==> config.mk <==
export PLATFORM = sky130hd
export DESIGN_NAME = round_eq_word_cmp
export DESIGN_NICKNAME = d
export VERILOG_FILES = /design/src/rtl/round_eq_word_cmp.sv
export SDC_FILE = /design/constraint.sdc
export NUM_CORES = 1
export LEC_CHECK = 0
export ABC_CLOCK_PERIOD_IN_PS = 900
export BUFFER_PORTS_ARGS = -buffer_cell sky130_fd_sc_hd__buf_2
export CAP_MARGIN = 40
export CORE_MARGIN = 2
export CORE_UTILIZATION = 25
export DETAILED_ROUTE_END_ITERATION = 16
export GPL_ROUTABILITY_DRIVEN = 0
export PLACE_DENSITY = 0.81
export SLEW_MARGIN = 25
export SYNTH_ARGS = -nofsm -noshare
export SYNTH_HDL_FRONTEND = slang
export SYNTH_SLANG_ARGS = --single-unit
==> constraint.sdc <==
create_clock -name vclk -period 0.9
set_clock_uncertainty 0.15 [all_clocks]
set_input_delay 0.135 -clock vclk [all_inputs]
set_output_delay 0.135 -clock vclk [all_outputs]
set_load 0.05 [all_outputs]
==> src/rtl/round_eq_word_cmp.sv <==
// round_eq_word_cmp: flags inequality of one state/key word pair
module round_eq_word_cmp #(
  parameter int WORD_W = 32
) (
  input  logic [WORD_W-1:0] i_a,
  input  logic [WORD_W-1:0] i_b,
  output logic              o_ne
);
  assign o_ne = i_a != i_b;
endmodule

# Yosys cells after proc, flatten, opt, wreduce, memory -nomap -nowiden

Cells that the tools add are included.

Bits in registers: 0
Output and inout bits: 1
Logic and storage cells: 1

Eq/ne operators: 1

Operator list:

| cell           | number |
|---|---|
| $ne A32 B32 Y1 | 1 |

# Logic depth before layout (Yosys ltp)

Word-level depth: 1
Depth in mapped cells: 4
Depth with buffers taken out: 4

# Worst setup path before layout

OpenSTA, ideal clock, no wires.

Path type: in2out
Start: input i_b[13]
End: output o_ne
Data arrival time: 950 ps
Path slack: -335 ps
Stages on the path: 4
Buffers on the path: 0
Path through: xnor2_1 nand4_1 nor4_1 nand2_1

Cells in the longest elaborated chain, start to end: 1

Ends and longest elaborated chain:

| element            | RTL line | source |
|---|---|---|
| start: declaration | 6        | `input logic [WORD_W-1:0] i_b,` |
| $ne A32 B32 Y1     | 9        | `assign o_ne = i_a != i_b;` |
| end: declaration   | 7        | `output logic o_ne` |

No other way between the ends.

# Worst setup path in the final report

Start: input i_a[6]
End: output o_ne

Cells in the longest elaborated chain, start to end: 1

Ends and longest elaborated chain:

| element            | RTL line | source |
|---|---|---|
| start: declaration | 5        | `input logic [WORD_W-1:0] i_a,` |
| $ne A32 B32 Y1     | 9        |  |

No other way between the ends.

==> reports/qor.yml <==
drt:
  wl_per_cell_um: 9.81
  routed_wirelength_mm: 1.21
  vias: 542
  drcViolationCount: 0
  final_antenna_net_count: 0
  first_iter_violations: 1
  first_pass_iters: 2
  via_per_inst: 4.41
timing:
  setup_viol: 1
  drv_slew: 0
  setup_ws_ns: -0.431
  finalSetupTns_ns: -0.431
  clock.fmax_mhz: 751
  hold_viol_final: 0
  finalCriticalPeriod_ns: 1.33
  relSlewSlack_pct: 84.4
  rsz0062_at_grt: "yes"
  worstMarginPinSlew_ns: 0.232
  fin_crit_sh_pct: 148
run_status:
  status: "complete, but fails checks"
  violations: "setup timing"
power_and_ir_drop:
  p_leak_nw: 0.409
  vdd_drop_max_uv: 258
  powerDensity_nw_per_um2: 441
logic_synthesis:
  synthSimpleGateAreaFrac_pct: 19.1
  seq_area_frac_synth_pct: 0
  synth-xor-area-share_pct: 80.9
  synth_top_family_by_area: "XOR/XNOR gates"
  synth_compound_area_share_pct: 0
  syn_nets: 107
  synth_cell_type_count: 4
  avgSynthCellArea_um2: 8.06
  synth_area_um2: 347
  muxShareOfSynthArea_pct: 0
  netlist_top_cells_area: "xnor2_1 (81%), nand4_1 (14%), nor4_1 (3.6%)"
  synth_top_area_share_pct: 80.9
  synthAdderAreaFrac_pct: 0
  yosysTopAreaCell: "xnor2_1"
  synthCells: 43
  synth-warning-count: 0
layout:
  register_area_um2: 0
  nNetsFinal: 174
  nClkBuffers: 0
  area_growth_pct: 149
  drive_gt1_share_pct: 71.3
  design.seq.count: 0
  antenna_cells: 0
critical_path:
  required_ns: 0.61
  crit_fanout: 1
  start_kind: "input port"
  crit_type: "input port to output pin"
  end_kind: "output pin"
  cp.arrival_ns: 1.05
min_path:
  min_path_type: "input port to output pin"
  min_from: "i_a[27]"
  hold_depth: 6
  worstHoldEndpoint: "o_ne"
clock_network:
  postCtsSetupBuffers: 0
  cts_hold_buffers: 0
grt:
  antenna_found_initial: 0
  grt_first_pass_wirelength_mm: 1.61
  gr-usage-all-layers_pct: 13.3
  overflow: 0
  grt_pass1_vias: 461
  grt_max_degree: 2
floorplanning:
  coreArea_um2: 1300
  design.die.area_um2: 1700
  rows: 13
  die_h_um: 41.2
  die_w_um: 41.2
  initial_core_util_pct: 26.6
  ioPinCount: 65
run:
  maxCapViolCount: 0
placed_design:
  dp_slack_ns: -0.491
  place_hpwl_mm: 1.11
  port_buffers: 65
Yosys cell counts (all sizes together):
cell type,n
nand2,1
nand4,8
nor4,2
xnor2,32
cell families after synthesis:
family / count (synthesis)
xor gates and xnor gates: 32
and+or+nand+nor: 11
report_power, final:
part           leakage [nW]  switching [mW]  total (mW)  internal [mW]
combinational         0.409           0.124       0.381          0.258
clock                     0               0           0              0
sequential                0               0           0              0
layer usage:
metal  wire (um)  global-route usage, %
met1         324                   15.0
met2         745                   28.1
met3         136                  0.543
met4           0                      0
met5           0                      0
how the worst max path moves through the flow:
stage,slack (ns),from,endpoint
after floorplan,-0.27,i_b[21],o_ne
after global placement,-0.49,i_b[28],o_ne
after detailed placement,-0.49,i_b[29],o_ne
after CTS,-0.47,i_b[29],o_ne
after global routing,-0.50,i_a[21],o_ne
final,-0.43,i_a[6],o_ne
cells in the final DEF, fill, tap and decap left out, drive strengths merged:
master,Yosys,layout
buf,0,65
nand4,8,8
xnor2,32,32
nor4,2,2
nand2,1,1
stage by stage:
step                      instance area (um^2)  total power [mW]  cells  util (%)  hold WS [ns]
after detailed placement                   751             0.337    123      57.7         0.687
after global placement                     751             0.326    123      57.7         0.678
final                                      865             0.381    123      66.4         0.577
after floorplan                            407             0.157     43         -         0.473
after global routing                       865             0.415    123      66.4         0.622
after CTS                                  779             0.345    123      59.9         0.596
critical path, cell delays in order:
cell	delay [ns]
buf_2	0.10
xnor2_1	0.15
nand4_1	0.12
nor4_2	0.28
nand2_2	0.09
buf_8	0.16
area by class of cell:
type / instances / area [um^2]
Tap cell: 15 / 18.8
Timing Repair Buffer: 65 / 417
Multi-Input combinational cell: 43 / 429
Fill cell: 118 / 437
repair_timing:
| action | CTS | global route |
|---|---|---|
| setup endpoints to repair | 1 | 1 |
| resized for setup | 6 | 13 |
| pin swaps | 7 | 18 |
Note: power is estimated with default switching activity, not from simulation.
